==> config.mk <==
export PLATFORM = sky130hd
export DESIGN_NAME = scarf_logic_capture
export DESIGN_NICKNAME = d
export VERILOG_FILES = /design/src/rtl/scarf_capture_pkg.sv /design/src/rtl/scarf_capture_buf.sv /design/src/rtl/scarf_logic_capture.sv
export SDC_FILE = /design/constraint.sdc
export NUM_CORES = 1
export LEC_CHECK = 0
export CAP_MARGIN = 20
export CORE_MARGIN = 3
export CORE_UTILIZATION = 37
export CTS_BUF_LIST = sky130_fd_sc_hd__clkbuf_4 sky130_fd_sc_hd__clkbuf_8 sky130_fd_sc_hd__clkbuf_16
export DETAILED_ROUTE_END_ITERATION = 6
export HOLD_SLACK_MARGIN = 0.12
export PLACE_DENSITY = 0.56
export SKIP_LAST_GASP = 1
export SLEW_MARGIN = 20
export SYNTH_ARGS = -nofsm -noshare
export SYNTH_HDL_FRONTEND = slang
export SYNTH_HIERARCHICAL = 1
export SYNTH_SLANG_ARGS = --single-unit
==> constraint.sdc <==
create_clock -name clk -period 3.72 [get_ports clk]
set_input_delay 0.558 -clock clk [delete_from_list [all_inputs] [get_ports clk]]
set_output_delay 0.558 -clock clk [all_outputs]
set_load 0.05 [all_outputs]
==> src/rtl/scarf_capture_pkg.sv <==
// rtl/scarf_capture_pkg.sv - shared types and register map for the SCARF logic capture slave
package scarf_capture_pkg;

  typedef enum logic [1:0] {
    IDLE    = 2'd0,
    ARMED   = 2'd1,
    CAPTURE = 2'd2,
    DONE    = 2'd3
  } state_t;

  localparam logic [7:0] ADDR_CTRL     = 8'h00;
  localparam logic [7:0] ADDR_DIV      = 8'h01;
  localparam logic [7:0] ADDR_STATUS   = 8'h02;
  localparam logic [7:0] ADDR_COUNT    = 8'h03;
  localparam logic [7:0] ADDR_BUF_BASE = 8'h80;

  localparam int CTRL_ARM     = 0;
  localparam int CTRL_TRIG_SW = 1;
  localparam int CTRL_CLEAR   = 2;

endpackage

==> src/rtl/scarf_capture_buf.sv <==
// rtl/scarf_capture_buf.sv - DEPTH x 8 capture buffer, one write port, async read port
module scarf_capture_buf #(
  parameter int DEPTH = 32,
  parameter int AW    = $clog2(DEPTH)
) (
  input  logic          clk,
  input  logic          we,
  input  logic [AW-1:0] waddr,
  input  logic [7:0]    wdata,
  input  logic [AW-1:0] raddr,
  output logic [7:0]    rdata
);

  logic [7:0] mem [DEPTH];

  always_ff @(posedge clk) begin
    if (we) mem[waddr] <= wdata;
  end

  assign rdata = mem[raddr];

endmodule

==> src/rtl/scarf_logic_capture.sv <==
// rtl/scarf_logic_capture.sv - SCARF logic capture slave; SCARF_CAPTURE_SYNC_EN adds 2-flop input synchronizers
module scarf_logic_capture
  import scarf_capture_pkg::*;
#(
  parameter logic [6:0] SLAVE_ID = 7'h04,
  parameter int         DEPTH    = 32
) (
  input  logic       clk,
  input  logic       rst_n_sync,
  input  logic [7:0] data_in,
  input  logic       data_in_valid,
  input  logic       data_in_finished,
  input  logic [6:0] slave_id,
  input  logic       rnw,
  output logic [7:0] read_data_out,
  input  logic [7:0] cap_in,
  input  logic       pattern_active,
  output logic       capture_done
);

  localparam int AW = $clog2(DEPTH);
  localparam int CW = $clog2(DEPTH + 1);

  logic [7:0] cap_s;
  logic       pat_s;

`ifdef SCARF_CAPTURE_SYNC_EN
  logic [7:0] cap_m;
  logic       pat_m;
  always_ff @(posedge clk or negedge rst_n_sync) begin
    if (!rst_n_sync) begin
      cap_m <= '0;
      cap_s <= '0;
      pat_m <= 1'b0;
      pat_s <= 1'b0;
    end else begin
      cap_m <= cap_in;
      cap_s <= cap_m;
      pat_m <= pattern_active;
      pat_s <= pat_m;
    end
  end
`else
  assign cap_s = cap_in;
  assign pat_s = pattern_active;
`endif

  state_t        state;
  logic          sel, data_phase, trig_sw, pat_prev;
  logic [7:0]    ptr, div, div_cnt, buf_rdata, rd_mux, count_rd;
  logic [CW-1:0] count;
  logic          reg_wr, ctrl_wr, arm, clr, pat_rise, sample;

  assign sel      = (slave_id == SLAVE_ID);
  assign reg_wr   = sel & data_in_valid & data_phase & ~rnw;
  assign ctrl_wr  = reg_wr & (ptr == ADDR_CTRL);
  assign arm      = ctrl_wr & data_in[CTRL_ARM];
  assign clr      = ctrl_wr & data_in[CTRL_CLEAR];
  assign pat_rise = pat_s & ~pat_prev;
  assign sample   = ((state == ARMED) & pat_rise) | ((state == CAPTURE) & (div_cnt == 8'd0));

  always_ff @(posedge clk or negedge rst_n_sync) begin
    if (!rst_n_sync) begin
      data_phase <= 1'b0;
      ptr        <= '0;
      div        <= '0;
      trig_sw    <= 1'b0;
    end else begin
      if (data_in_finished) begin
        data_phase <= 1'b0;
      end else if (sel && data_in_valid) begin
        if (!data_phase) begin
          ptr        <= data_in;
          data_phase <= 1'b1;
        end else begin
          ptr <= ptr + 8'd1;
        end
      end
      if (reg_wr && ptr == ADDR_DIV) div <= data_in;
      if (ctrl_wr) trig_sw <= data_in[CTRL_TRIG_SW];
    end
  end

  // A full 128-deep buffer reports 127 so COUNT stays within the 7-bit index range.
  assign count_rd = (DEPTH == 128 && count == CW'(DEPTH)) ? 8'(DEPTH - 1) : 8'(count);

  always_comb begin
    rd_mux = 8'h00;
    case (ptr)
      ADDR_CTRL:   rd_mux = {6'b0, trig_sw, 1'b0};
      ADDR_DIV:    rd_mux = div;
      ADDR_STATUS: rd_mux = {5'b0, state == DONE, state == CAPTURE, state == ARMED};
      ADDR_COUNT:  rd_mux = count_rd;
      default: if (ptr[7] && int'(ptr[6:0]) < DEPTH) rd_mux = buf_rdata;
    endcase
  end

  always_ff @(posedge clk or negedge rst_n_sync) begin
    if (!rst_n_sync) read_data_out <= 8'h00;
    else             read_data_out <= (sel && rnw) ? rd_mux : 8'h00;
  end

  always_ff @(posedge clk or negedge rst_n_sync) begin
    if (!rst_n_sync) begin
      state        <= IDLE;
      count        <= '0;
      div_cnt      <= '0;
      capture_done <= 1'b0;
      pat_prev     <= 1'b0;
    end else begin
      pat_prev <= pat_s;
      if (clr) begin
        state        <= IDLE;
        count        <= '0;
        capture_done <= 1'b0;
      end else begin
        case (state)
          IDLE, DONE: if (arm) begin
            count        <= '0;
            div_cnt      <= div;
            capture_done <= 1'b0;
            state        <= data_in[CTRL_TRIG_SW] ? CAPTURE : ARMED;
          end
          // The edge cycle itself is stored as sample 0.
          ARMED: if (pat_rise) begin
            count   <= count + CW'(1);
            div_cnt <= div;
            state   <= CAPTURE;
          end
          CAPTURE: begin
            if (div_cnt == 8'd0) begin
              count   <= count + CW'(1);
              div_cnt <= div;
              if (count == CW'(DEPTH - 1)) begin
                state        <= DONE;
                capture_done <= 1'b1;
              end
            end else begin
              div_cnt <= div_cnt - 8'd1;
            end
          end
        endcase
      end
    end
  end

  scarf_capture_buf #(.DEPTH(DEPTH), .AW(AW)) u_buf (
    .clk   (clk),
    .we    (sample & ~clr),
    .waddr (count[AW-1:0]),
    .wdata (cap_s),
    .raddr (ptr[AW-1:0]),
    .rdata (buf_rdata)
  );

endmodule

Yosys cells after proc, flatten, opt, wreduce, memory -nomap -nowiden. Memories as Yosys holds them, arrays and structs flattened. Index checks and enable logic that the tools add are counted.

$add $sub $neg: 3. $mul: 0. Div/mod/pow operators: 0. Order comparisons: 1. Eq/ne operators: 14. Shift-type cells: 0. Multiplexer cells: 29. Bitwise gates (word level): 15. Reductions and logical operators: 15.

Operator list (number): two-way mux 8 bit (6); case mux 8 bit (4 select lines) (1); two-way mux 6 bit (4); case mux 8 bit (3 select lines) (1); case mux 6 bit (3 select lines) (1); equality test 8 x 2 -> 1 bit (second input constant) (2); logical NOT 8 bit (2); two-way mux 2 bit (6); bitwise AND 1 bit (10); adder 8 x 1 -> 8 bit (second input constant) (1); equality test 8 x 1 -> 1 bit (second input constant) (1); two-way mux 1 bit (8); AND reduction 4 bit (2); subtractor 8 x 1 -> 8 bit (second input constant) (1); equality test 7 x 3 -> 1 bit (second input constant) (1); less-than comparator 7 x 6 -> 1 bit (second input constant) (1); adder 6 x 1 -> 6 bit (second input constant) (1); equality test 6 x 5 -> 1 bit (second input constant) (1); inequality test 3 x 2 -> 1 bit (second input constant) (2); inequality test 3 bit (second input constant) (2); case mux 2 bit (3 select lines) (1); AND reduction 3 bit (2); equality test 2 bit (second input constant) (2); logical AND 1 bit (4); 10 further kinds (14).

Flip-flop bits (word level): 44. Latch bits: 0. Memory bits (writable): 256. Bits in read-only memories: 0. Logic and storage cells: 88. Memories: 1.

Memories: u_buf.mem (words 32, width 8, rd ports 1, clocked after Yosys merged registers in 0, write ports 1, RTL line scarf_capture_buf.sv:14) `logic [7:0] mem [DEPTH];`.

Logic depth before layout (Yosys ltp).
Depth after elaboration: 10. Gate-level depth with buffers: 9. Mapped depth without buffers: 8.

Cells and area by module. Netlist, hierarchy kept.

By module, submodules not included: scarf_capture_buf (instances 1, cells each 409, area an instance 9893.2 um2, sequential area each 7687.4 um2); scarf_logic_capture (instances 1, cells each 272, area an instance 2607.5 um2, sequential area each 1101.1 um2).

Least setup slack after synthesis. OpenSTA, ideal clock, no wires.

Kind: reg2reg. From: register div_cnt[0]. To: memory u_buf.mem[0][0], enable pin. Arrival: 2.499 ns. Required time: 3.350 ns. Slack: 0.851 ns. Cell stages (with the launch flop): 10. Period minus slack after synthesis: 2.869 ns. Cell sequence: dfrtp_1 inv_1 ha_1 or3b_2 nor2_1 a32oi_1 nor2_1 or3b_2 clkbuf_1 nor2_1.

Cells in the longest elaborated chain, start to end: 6.

RTL lines: from (decl) (RTL line scarf_logic_capture.sv:50) `logic [7:0] ptr, div, div_cnt, buf_rdata, rd_mux, count_rd;`; from (signal assigned) (RTL line scarf_logic_capture.sv:120) `div_cnt <= div;`; from (signal assigned) (RTL line scarf_logic_capture.sv:127) `div_cnt <= div;`; from (signal assigned) (RTL line scarf_logic_capture.sv:133) `div_cnt <= div;`; logical NOT 8 bit (RTL line scarf_logic_capture.sv:60) `assign sample = ((state == ARMED) & pat_rise) | ((state == CAPTURE) & (div_cnt == 8'd0));`; bitwise AND 1 bit (RTL line scarf_logic_capture.sv:60); bitwise OR 1 bit (RTL line scarf_logic_capture.sv:60); bitwise AND 1 bit (RTL line scarf_logic_capture.sv:149) `.we (sample & ~clr),`; two-way mux 1 bit (RTL line scarf_capture_buf.sv:17) `if (we) mem[waddr] <= wdata;`; two-way mux 1 bit (implied by the code) (RTL line scarf_capture_buf.sv:17); to (decl) (RTL line scarf_capture_buf.sv:14).

No other way between the ends.

Worst setup path in the final report.
From: register div_cnt[0]. To: memory u_buf.mem[16][2], enable pin.

The elaborated chain is that of the path after synthesis.

==> metrics.txt <==
DR DRC count=0; max-cap check violation count=0; vias in the first global route=6,743; clk_lat worst skew=0.56 ns; Required @ worst endpoint=3.90 ns; worst hold start=div_cnt[0]$_DFFE_PN0P_; total CTS buffers=31; multi-input logic area=0.00350 mm2; Vias/cell=5.67; arrival time worst endpoint=3.54 ns; setup_tns=0 ns; first-pass GRT wire length=44,200 um; WS Path Type=reg -> reg; Site Rows=66; FF-to-FF path depth=8; Crit path max-delay family=simple AND/OR/NAND/NOR gates; Initial DRC Count=597; outcome=finished, final reports clean; # diodes=0; WL final=29,500 um; Worst Hold Class=reg -> reg; hpwl dp=19,400 um; cell mode on critical path=nor2_1; Rel. slew slack=34.3%; worst path cell trace=inv_1 > ha_1 > or3b_2 > nor2_1 > a32oi_1 > nor2_1 > or3b_2 > nor2_1; vias post-DR=6,801; Seq/Total Area, Yosys=70.3%; register-to-register setup slack=0.37 ns; clk sinks=300; FF/Latch Area=0.00879 mm2; gr ovfl total=0; Min-Delay Endpoint=div_cnt[0]$_DFFE_PN0P_; P_leak=4.59 nW; worst hold slack=0.491 ns; CP max FO=8; Hold Crit Depth=1; Worst-path clk slew=0.06 ns; CTS tree=done; largest net degree at the start of global routing=70; crit path time final=3.35 ns; Slew Limit Fails=0; Final Core Density=43.7%; initial antenna violation count=0; commonest cells after routing, fill and taps aside=edfxtp_1 (256), mux4_2 (80), nor2_1 (56), dfrtp_1 (42), clkbuf_16 (31); RR Endpoint=u_buf/mem[16][2]$_DFFE_PP_; first-pass iteration count of the detailed router=5; fraction of layout cells with a size suffix above 1=25.6%; Area growth, synth to finish=15.2%; IO buf count=37; Mapped Area=0.0125 mm2; CP Capture Type=flop; Syn Nets=720; Avg Cell Area, Syn=18.4 um2; H-tree depth=1; Die Area=0.0360 mm2; Core ar.=0.0329 mm2; CP max-delay cell=or3b_2; post-synthesis cell count=681; Post-synth EDFFs=256; CTS Buffer Depth=3; Worst R2R Start=div_cnt[0]$_DFFE_PN0P_; post-synthesis async set-or-reset flop share=14.7%; post-CTS sizing=0; synthesized flop and latch total=300; die height=190 um; crit start category=flop; most common cell after layout, fill and taps aside=edfxtp_1; VDD IR max=0.346 mV; Layout Nets=772; Main synth FF type=edfxtp_1; Filler cells=2,782; Pwr Density=582 mW/mm2; skew final=0.0113 ns; Worst-Margin Slew=0.986 ns; Worst Setup SP=div_cnt[0]$_DFFE_PN0P_; count of unique library cells instantiated by Yosys=59; total power=8.39 mW; Initial Utilization=37.9%; final setup vio count=0; buffers and inverters on the worst path=1; GPL Wtd Cong=0.847; YS warnings=6; chip width=190 um; Top Ports=38; Max Freq=298 MHz; DR WL/cell=24.6 um; GRT Total Usage=16.4%; cell depth of the worst setup path=8; unrepaired setup endpoints after global routing=no; CP max stage delay=0.68 ns; clock root buffer=clkbuf_16; fin crit share=90.2%; Routed Antenna Nets=0; final hold violation count=0
-- metal layers --
layer / track usage, % / vias up / wire length [um]
met5: 0 / - / 0
met4: 3.70 / 0 / 615
met3: 2.62 / 39 / 1770
met2: 27.3 / 272 / 14500
met1: 23.0 / 3602 / 12600
li1: - / 2888 / -
-- cell type report --
type | count | share of cell area [%]
Sequential cell | 300 | 61.0
Multi-Input combinational cell | 337 | 24.3
Clock buffer | 34 | 5.54
Tap cell | 442 | 3.84
Timing Repair Buffer | 48 | 2.99
Clock inverter | 24 | 1.87
Inverter | 15 | 0.391
-- report_power, final --
part           total [mW]  switching (mW)  internal, mW  leakage, nW
logic                1.29           0.786         0.503         1.19
registers            3.92           0.155          3.77         2.88
clock network        3.18            1.27          1.90        0.520
-- timing repair --
action	4_1_cts	5_1_grt
hold buffers	0	1
endpoints found under the hold margin	0	44
setup buffers	0	0
-- registers in the layout (all words and copies together), names as in the netlist, 2 cells and up --
signal / flops
div_cnt: 8
u_buf/mem: 256
read_data_out: 8
div: 8
ptr: 8
count: 6
state: 2
-- through the flow --
stage	worst slack, ns	area (um2)	std cells
floorplan	0.851	12500	681
global placement	0.354	13300	1141
detailed placement	0.258	13300	1141
CTS	0.394	14400	1199
global route	0.159	14400	1200
finish	0.365	14400	1200
-- kinds of logic (layout without fill, tap and decap cells) --
logic type,count (synthesis),after routing,share of synthesized area (%)
mux,100,100,16.2
flops,300,300,70.3
simple gates,144,144,6.14
fa+ha+maj,10,10,1.00
compound gates,83,83,4.69
buf+inv,44,121,1.67
-- worst max-delay path by stage --
stage                                            end  slack [ns]
after global placement     u_buf/mem[4][1]$_DFFE_PP_        0.35
after global routing      u_buf/mem[16][2]$_DFFE_PP_        0.16
after CTS                 u_buf/mem[16][2]$_DFFE_PP_        0.39
after floorplan            u_buf/mem[0][0]$_DFFE_PP_        0.85
final                     u_buf/mem[16][2]$_DFFE_PP_        0.37
after detailed placement   u_buf/mem[0][3]$_DFFE_PP_        0.26
-- Yosys cell counts, types with 2 or more instances --
cell	n	area (um2)
a22oi_1	4	30.0
o31a_1	3	26.3
mux2i_1	2	20.0
nand3b_1	5	37.5
buf_6	2	22.5
nand4_1	3	18.8
o22ai_1	3	18.8
nor2_1	56	210
or3_1	2	12.5
edfxtp_1	256	7690
buf_2	2	10.0
a2bb2oi_1	2	17.5
a31oi_1	10	62.6
or3b_2	4	35.0
nand2_1	19	71.3
and2_1	3	18.8
nand3_1	16	80.1
clkbuf_1	12	45.0
ha_1	10	125
mux2_2	18	203
a21oi_1	19	95.1
a32oi_1	4	35.0
buf_1	6	22.5
and3_1	11	68.8
o221a_2	4	45.0
mux4_2	80	1800
buf_4	7	52.6
o21ai_0	18	90.1
inv_1	15	56.3
nor3_1	6	30.0
dfrtp_1	44	1100
o31ai_1	2	15.0
nor4_1	2	12.5
nand2b_1	5	31.3
a222oi_1	2	20.0
(Power assumes the default switching activity.)
